File: src/rtl/des_pkg.sv
// DES constant tables (E, P, PC1, PC2, S-boxes, rotation schedules) and the bit-level helpers built on them.
// All vectors use DES numbering: bit 1 is the leftmost (MSB) bit.
package des_pkg;

    typedef enum logic [1:0] {IDLE, ROUND, DONE} state_t;

    localparam int E_TAB [48] = '{
        32,  1,  2,  3,  4,  5,
         4,  5,  6,  7,  8,  9,
         8,  9, 10, 11, 12, 13,
        12, 13, 14, 15, 16, 17,
        16, 17, 18, 19, 20, 21,
        20, 21, 22, 23, 24, 25,
        24, 25, 26, 27, 28, 29,
        28, 29, 30, 31, 32,  1
    };

    localparam int P_TAB [32] = '{
        16,  7, 20, 21, 29, 12, 28, 17,
         1, 15, 23, 26,  5, 18, 31, 10,
         2,  8, 24, 14, 32, 27,  3,  9,
        19, 13, 30,  6, 22, 11,  4, 25
    };

    localparam int PC1_TAB [56] = '{
        57, 49, 41, 33, 25, 17,  9,
         1, 58, 50, 42, 34, 26, 18,
        10,  2, 59, 51, 43, 35, 27,
        19, 11,  3, 60, 52, 44, 36,
        63, 55, 47, 39, 31, 23, 15,
         7, 62, 54, 46, 38, 30, 22,
        14,  6, 61, 53, 45, 37, 29,
        21, 13,  5, 28, 20, 12,  4
    };

    localparam int PC2_TAB [48] = '{
        14, 17, 11, 24,  1,  5,
         3, 28, 15,  6, 21, 10,
        23, 19, 12,  4, 26,  8,
        16,  7, 27, 20, 13,  2,
        41, 52, 31, 37, 47, 55,
        30, 40, 51, 45, 33, 48,
        44, 49, 39, 56, 34, 53,
        46, 42, 50, 36, 29, 32
    };

    // Decrypt walks the schedule backwards, so its first step is a zero rotation.
    localparam int ENC_ROT [16] = '{1, 1, 2, 2, 2, 2, 2, 2, 1, 2, 2, 2, 2, 2, 2, 1};
    localparam int DEC_ROT [16] = '{0, 1, 2, 2, 2, 2, 2, 2, 1, 2, 2, 2, 2, 2, 2, 1};

    // Row-major: entry index = row*16 + column.
    localparam int SBOX [8][64] = '{
        '{14,  4, 13,  1,  2, 15, 11,  8,  3, 10,  6, 12,  5,  9,  0,  7,
           0, 15,  7,  4, 14,  2, 13,  1, 10,  6, 12, 11,  9,  5,  3,  8,
           4,  1, 14,  8, 13,  6,  2, 11, 15, 12,  9,  7,  3, 10,  5,  0,
          15, 12,  8,  2,  4,  9,  1,  7,  5, 11,  3, 14, 10,  0,  6, 13},
        '{15,  1,  8, 14,  6, 11,  3,  4,  9,  7,  2, 13, 12,  0,  5, 10,
           3, 13,  4,  7, 15,  2,  8, 14, 12,  0,  1, 10,  6,  9, 11,  5,
           0, 14,  7, 11, 10,  4, 13,  1,  5,  8, 12,  6,  9,  3,  2, 15,
          13,  8, 10,  1,  3, 15,  4,  2, 11,  6,  7, 12,  0,  5, 14,  9},
        '{10,  0,  9, 14,  6,  3, 15,  5,  1, 13, 12,  7, 11,  4,  2,  8,
          13,  7,  0,  9,  3,  4,  6, 10,  2,  8,  5, 14, 12, 11, 15,  1,
          13,  6,  4,  9,  8, 15,  3,  0, 11,  1,  2, 12,  5, 10, 14,  7,
           1, 10, 13,  0,  6,  9,  8,  7,  4, 15, 14,  3, 11,  5,  2, 12},
        '{ 7, 13, 14,  3,  0,  6,  9, 10,  1,  2,  8,  5, 11, 12,  4, 15,
          13,  8, 11,  5,  6, 15,  0,  3,  4,  7,  2, 12,  1, 10, 14,  9,
          10,  6,  9,  0, 12, 11,  7, 13, 15,  1,  3, 14,  5,  2,  8,  4,
           3, 15,  0,  6, 10,  1, 13,  8,  9,  4,  5, 11, 12,  7,  2, 14},
        '{ 2, 12,  4,  1,  7, 10, 11,  6,  8,  5,  3, 15, 13,  0, 14,  9,
          14, 11,  2, 12,  4,  7, 13,  1,  5,  0, 15, 10,  3,  9,  8,  6,
           4,  2,  1, 11, 10, 13,  7,  8, 15,  9, 12,  5,  6,  3,  0, 14,
          11,  8, 12,  7,  1, 14,  2, 13,  6, 15,  0,  9, 10,  4,  5,  3},
        '{12,  1, 10, 15,  9,  2,  6,  8,  0, 13,  3,  4, 14,  7,  5, 11,
          10, 15,  4,  2,  7, 12,  9,  5,  6,  1, 13, 14,  0, 11,  3,  8,
           9, 14, 15,  5,  2,  8, 12,  3,  7,  0,  4, 10,  1, 13, 11,  6,
           4,  3,  2, 12,  9,  5, 15, 10, 11, 14,  1,  7,  6,  0,  8, 13},
        '{ 4, 11,  2, 14, 15,  0,  8, 13,  3, 12,  9,  7,  5, 10,  6,  1,
          13,  0, 11,  7,  4,  9,  1, 10, 14,  3,  5, 12,  2, 15,  8,  6,
           1,  4, 11, 13, 12,  3,  7, 14, 10, 15,  6,  8,  0,  5,  9,  2,
           6, 11, 13,  8,  1,  4, 10,  7,  9,  5,  0, 15, 14,  2,  3, 12},
        '{13,  2,  8,  4,  6, 15, 11,  1, 10,  9,  3, 14,  5,  0, 12,  7,
           1, 15, 13,  8, 10,  3,  7,  4, 12,  5,  6, 11,  0, 14,  9,  2,
           7, 11,  4,  1,  9, 12, 14,  2,  0,  6, 10, 13, 15,  3,  5,  8,
           2,  1, 14,  7,  4, 10,  8, 13, 15, 12,  9,  0,  3,  5,  6, 11}
    };

    function automatic logic [1:56] pc1(input logic [1:64] key);
        logic [1:56] o;
        for (int i = 0; i < 56; i++) o[i+1] = key[PC1_TAB[i]];
        return o;
    endfunction

    function automatic logic [1:48] pc2(input logic [1:56] cd);
        logic [1:48] o;
        for (int i = 0; i < 48; i++) o[i+1] = cd[PC2_TAB[i]];
        return o;
    endfunction

    function automatic logic [1:48] expand(input logic [1:32] r);
        logic [1:48] o;
        for (int i = 0; i < 48; i++) o[i+1] = r[E_TAB[i]];
        return o;
    endfunction

    function automatic logic [1:32] permute_p(input logic [1:32] s);
        logic [1:32] o;
        for (int i = 0; i < 32; i++) o[i+1] = s[P_TAB[i]];
        return o;
    endfunction

    // Outer bits b1,b6 pick the row, inner bits b2..b5 the column.
    function automatic logic [3:0] sbox_lookup(input logic [2:0] n, input logic [1:6] b);
        logic [5:0] idx;
        idx = {b[1], b[6], b[2:5]};
        return 4'(SBOX[n][idx]);
    endfunction

    function automatic logic [1:0] rot_step(input logic [3:0] idx, input logic decrypt);
        return decrypt ? 2'(DEC_ROT[idx]) : 2'(ENC_ROT[idx]);
    endfunction

    function automatic logic [1:28] rotate_half(input logic [1:28] x, input logic [1:0] amt,
                                                input logic right);
        logic [1:28] o;
        o = x;
        if (!right) begin
            if (amt == 2'd1) o = {x[2:28], x[1]};
            else if (amt == 2'd2) o = {x[3:28], x[1:2]};
        end else begin
            if (amt == 2'd1) o = {x[28], x[1:27]};
            else if (amt == 2'd2) o = {x[27:28], x[1:26]};
        end
        return o;
    endfunction

endpackage

File: src/rtl/des_f_function.sv
// DES Feistel f function: E-expansion, key mix, S1..S8 substitution, P permutation (pure combinational).
module des_f_function
    import des_pkg::*;
(
    input  logic [1:32] r,
    input  logic [1:48] k,
    output logic [1:32] f
);

    logic [1:48] mixed;
    logic [1:32] sbox_out;

    always_comb begin
        mixed    = expand(r) ^ k;
        sbox_out = '0;
        for (int i = 0; i < 8; i++) begin
            sbox_out[4*i+1 +: 4] = sbox_lookup(3'(i), mixed[6*i+1 +: 6]);
        end
        f = permute_p(sbox_out);
    end

endmodule

File: src/rtl/des_round_engine.sv
// Iterative DES round engine with on-the-fly key schedule; takes L0||R0 after IP, returns R16||L16.
// Define DES_UNROLL2_EN to run two Feistel rounds per clock (ROUNDS must then be even).
module des_round_engine
    import des_pkg::*;
#(
    parameter int ROUNDS = 16
) (
    input  logic        wClk,
    input  logic        wReset,
    input  logic        wInValid,
    output logic        rInReady,
    input  logic        wDecrypt,
    input  logic [1:64] wInputData,
    input  logic [1:64] wKey,
    output logic        rOutValid,
    input  logic        wOutReady,
    output logic [1:64] rOutputData
);

`ifdef DES_UNROLL2_EN
    localparam logic [4:0] STEP = 5'd2;
`else
    localparam logic [4:0] STEP = 5'd1;
`endif
    // Counter value of the first round in the final clock's batch of rounds.
    localparam logic [4:0] LAST_CNT = 5'(ROUNDS) - STEP + 5'd1;

    state_t      state;
    state_t      next_state;
    logic [1:32] l;
    logic [1:32] r;
    logic [1:28] c;
    logic [1:28] d;
    logic        decrypt;
    logic [4:0]  cnt;
    logic        last_round;

    logic [1:28] c_a;
    logic [1:28] d_a;
    logic [1:48] key_a;
    logic [1:32] f_a;
    logic [1:32] l_nxt;
    logic [1:32] r_nxt;
    logic [1:28] c_nxt;
    logic [1:28] d_nxt;

    always_comb begin
        c_a   = rotate_half(c, rot_step(4'(cnt - 5'd1), decrypt), decrypt);
        d_a   = rotate_half(d, rot_step(4'(cnt - 5'd1), decrypt), decrypt);
        key_a = pc2({c_a, d_a});
    end

    des_f_function u_f_a (
        .r (r),
        .k (key_a),
        .f (f_a)
    );

`ifdef DES_UNROLL2_EN
    logic [1:32] r_mid;
    logic [1:28] c_b;
    logic [1:28] d_b;
    logic [1:48] key_b;
    logic [1:32] f_b;

    // Second round of the pair works on the first round's outputs and the next schedule step.
    always_comb begin
        r_mid = l ^ f_a;
        c_b   = rotate_half(c_a, rot_step(4'(cnt), decrypt), decrypt);
        d_b   = rotate_half(d_a, rot_step(4'(cnt), decrypt), decrypt);
        key_b = pc2({c_b, d_b});
    end

    des_f_function u_f_b (
        .r (r_mid),
        .k (key_b),
        .f (f_b)
    );

    always_comb begin
        l_nxt = r_mid;
        r_nxt = r ^ f_b;
        c_nxt = c_b;
        d_nxt = d_b;
    end
`else
    always_comb begin
        l_nxt = r;
        r_nxt = l ^ f_a;
        c_nxt = c_a;
        d_nxt = d_a;
    end
`endif

    assign last_round = (state == ROUND) && (cnt == LAST_CNT);
    assign rInReady   = (state == IDLE);
    assign rOutValid  = (state == DONE);

    always_ff @(posedge wClk) begin
        if (wReset) state <= IDLE;
        else        state <= next_state;
    end

    always_comb begin
        next_state = state;
        case (state)
            IDLE:    if (wInValid)   next_state = ROUND;
            ROUND:   if (last_round) next_state = DONE;
            DONE:    if (wOutReady)  next_state = IDLE;
            default: next_state = IDLE;
        endcase
    end

    always_ff @(posedge wClk) begin
        if (wReset) begin
            l           <= '0;
            r           <= '0;
            c           <= '0;
            d           <= '0;
            decrypt     <= 1'b0;
            cnt         <= '0;
            rOutputData <= '0;
        end else begin
            case (state)
                IDLE: begin
                    if (wInValid) begin
                        l        <= wInputData[1:32];
                        r        <= wInputData[33:64];
                        {c, d}   <= pc1(wKey);
                        decrypt  <= wDecrypt;
                        cnt      <= 5'd1;
                    end
                end
                ROUND: begin
                    l   <= l_nxt;
                    r   <= r_nxt;
                    c   <= c_nxt;
                    d   <= d_nxt;
                    cnt <= cnt + STEP;
                    // Final swap: the pre-output is R16||L16.
                    if (last_round) rOutputData <= {r_nxt, l_nxt};
                end
                DONE: begin
                    if (wOutReady) cnt <= '0;
                end
                default: ;
            endcase
        end
    end

endmodule

File: config.mk
export PLATFORM = sky130hd
export DESIGN_NAME = des_round_engine
export DESIGN_NICKNAME = d
export VERILOG_FILES = /design/src/rtl/des_pkg.sv /design/src/rtl/des_f_function.sv /design/src/rtl/des_round_engine.sv
export SDC_FILE = /design/constraint.sdc
export NUM_CORES = 1
export LEC_CHECK = 0
export ABC_AREA = 1
export CAP_MARGIN = 0
export CORE_ASPECT_RATIO = 2
export CORE_MARGIN = 2
export CORE_UTILIZATION = 55
export CTS_CLUSTER_SIZE = 24
export DETAILED_ROUTE_END_ITERATION = 6
export PLACE_DENSITY = 0.9
export SLEW_MARGIN = 0
export SYNTH_ARGS = -nofsm -noshare
export SYNTH_HDL_FRONTEND = slang
export SYNTH_HIERARCHICAL = 1
export SYNTH_SLANG_ARGS = --single-unit
File: constraint.sdc
create_clock -name wClk -period 5.12 [get_ports wClk]
set_clock_uncertainty 0.1 [all_clocks]
set_input_delay 0.768 -clock wClk [delete_from_list [all_inputs] [get_ports wClk]]
set_output_delay 0.768 -clock wClk [all_outputs]
set_load 0.005 [all_outputs]
==> metrics <==
EDFF count, synth=0; final net count=between 2,000 and 3,000; outcome=completed; largest net degree at the start of global routing=between 150 and 200; mapped cell area=about 0.015 mm^2; critical path buffer and inverter count=4; routability congestion estimate=~0.97; Detailed Route Iter0 Violations=roughly 1,500; Mapped Cells=around 2,700; asr flop ratio synth=0%; drt wl/cell=about 18 um; core area=about 0.027 mm^2; FF-to-FF Start=cnt[0]; crit-path max FO=28; period utilization=between 80% and 90%; CTS sink count=roughly 190; Starting Density=between 50% and 60%; synth unique cells=30; register area share after synthesis=25.1%; CP startpoint=cnt[0]; Hold Crit Start=rOutputData[53]; Rel. slew slack=between 15 and 20%; grt ovf=0; Area Growth Syn to Fin=16.6%; Setup TNS Final=0 ns; chip height=approximately 240 um; Worst setup SP type=register; top_reg_cell synth=dfxtp_1; CTS Buf Count=17; ranking of synthesized cells by area=nand2_1 27%, dfxtp_1 25%, nand3_1 15%, a21oi_1 6.6%, ha_1 5.9%; Tightest Pin Transition=between 1 and 1.5 ns; Post-DP HPWL=between 30,000 and 40,000 um; met3 usage in global routing=about 5.3%; Slowest-stage cell, CP=ha_1; vias per cell=just under 6; initial antenna violation count=0; vias=about 18,000; minimum clock period=between 4 and 5 ns; Total Wirelength=about 55,000 um; remaining antenna violation count=0; share of layout cells above drive strength 1=between 2 and 3%; first-pass GRT wire length=just under 90,000 um; delay-heaviest family, CP=simple AND/OR/NAND/NOR gates; CTS H-tree lvls=4; critical path's largest stage delay=around 0.4 ns; hold crit path type=register to register; Synth warnings=6; clock slew at reported path FFs=roughly 0.080 ns; CTS tree=built; critical path type=register to register; die footprint=0.0293 mm^2; most used routing layer=met2; Most common cell on crit path=nand2_1; FP Rows=86; synthesized flop and latch total=192; Synth Area per Inst=roughly 5.8 um^2; Critical Path RT=5.41 ns; Hold Violations, Final=0; RSZ-0062 raised after global routing=false; drc violations=0; top-count cell post-synth=nand2_1; I/O pin total=slightly below 200; met2 GRT Util=between 60% and 70%; clk_lat worst skew=approximately 0.47 ns; vias in the first global route=17,414; DR pass1 iterations=6; final number of max-transition violations=0; Die Width=approximately 120 um; Crit path arrival time=between 4 and 5 ns; Peak Freq=217 MHz; Yosys top cell by area=nand2_1; met1 usage=38.1%; Port Buffer Count=190; Synth top area share=a little over a quarter; post-CTS repair timing setup buffer count=0; CP endpoint kind=register; Root Buffer Master=clkbuf_16; Antenna Cells=0; GRT Util Overall=37.5%; Post-Syn Nets=between 2,000 and 3,000; clk buf depth=2; Max-Cap Viols=0; synth cell count leaders=1,115 x nand2_1, 466 x nand3_1, 203 x a21oi_1; Setup-failing EPs final=0
layout make-up:
| cell class | count | area, um^2 |
|---|---|---|
| clock buffers | 17 | 425 |
| clock inverters | 14 | 149 |
| fillers | 2619 | 9590 |
| inverters | 155 | 587 |
| multi-input cells | 2154 | 10300 |
| flip-flops and latches | 192 | 3840 |
| well taps | 352 | 440 |
| repair buffers | 219 | 2140 |
layer usage:
layer / vias to the layer above / share of wire (%) / routed length (um)
li1: 8840 / - / -
met1: 8444 / 34 / 18400
met2: 909 / 49 / 26800
met3: 265 / 6.4 / 3510
met4: 0 / 11 / 5870
met5: - / 0 / 0
stage by stage:
| stage | worst slack, ns | hold slack, ns | utilization (%) | cells | cell area [um^2] |
|---|---|---|---|---|---|
| finish | 0.513 | 0.363 | 65.1 | 3103 | 17900 |
| global route | 0.0735 | 0.383 | 65.1 | 3103 | 17900 |
| CTS | 0.481 | 0.363 | 65.0 | 3103 | 17800 |
| detailed placement | 0.515 | 0.353 | 62.9 | 3072 | 17300 |
| global placement | 0.641 | 0.343 | 62.9 | 3072 | 17300 |
| floorplan | 1.44 | 0.335 | - | 2650 | 15300 |
cells in the final DEF (no fill, tap or decap), drive strengths merged:
master         instances
a31oi                 54
xnor2                 22
clkinvlp               4
nand3b                 1
ha                    72
nand4                  5
inv                  158
bufinv                 1
o21ai                137
a21oi                203
nand2               1116
nor3b                  1
clkbuf                17
xor2                  38
nor3                   1
o211ai                 1
or2                    2
buf                   30
dfxtp                192
clkinv                 6
nor2                  35
clkdlybuf4s50        189
nand3                466
sequential cells by signal, summed over array words and instances, names as in the netlist:
signal	count
l_nxt	32
rOutputData	64
decrypt	1
l	32
d	28
c	28
cnt	5
state	2
worst paths after layout:
| check | endpoint | slack (ns) | depth (start not counted) |
|---|---|---|---|
| worst min register to register | rOutputData[53] | 0.36 | 2 |
| worst min-delay path | rOutputData[53] | 0.36 | 2 |
| worst max register to register | rOutputData[21] | 0.51 | 25 |
| worst max-delay path | rOutputData[21] | 0.51 | 25 |
cells by family (layout without fill, tap and decap cells):
logic type                 Yosys count  count (layout)  synth area share [%]
buffers and inverters              304             405                  8.05
xor gates and xnor gates            60              60                  3.65
DFF                                192             192                  25.1
adders and majority gates           72              72                  5.88
AOI/OAI and AO/OA                  395             395                  13.4
and+or+nand+nor                   1627            1627                  43.9
tightest hold or removal path, cell delays in order (launching register included):
cell	delay (ns)
dfxtp_1	0.31
nand2_1	0.06
a21oi_1	0.05
repair_timing:
action	4_1_cts	5_1_grt
gates resized for setup	0	3
endpoints found under the setup margin	0	4
hold buffers	0	0
Power is not shown: default switching activity piles up to over one toggle a cycle in this logic, so the estimate is an artifact.
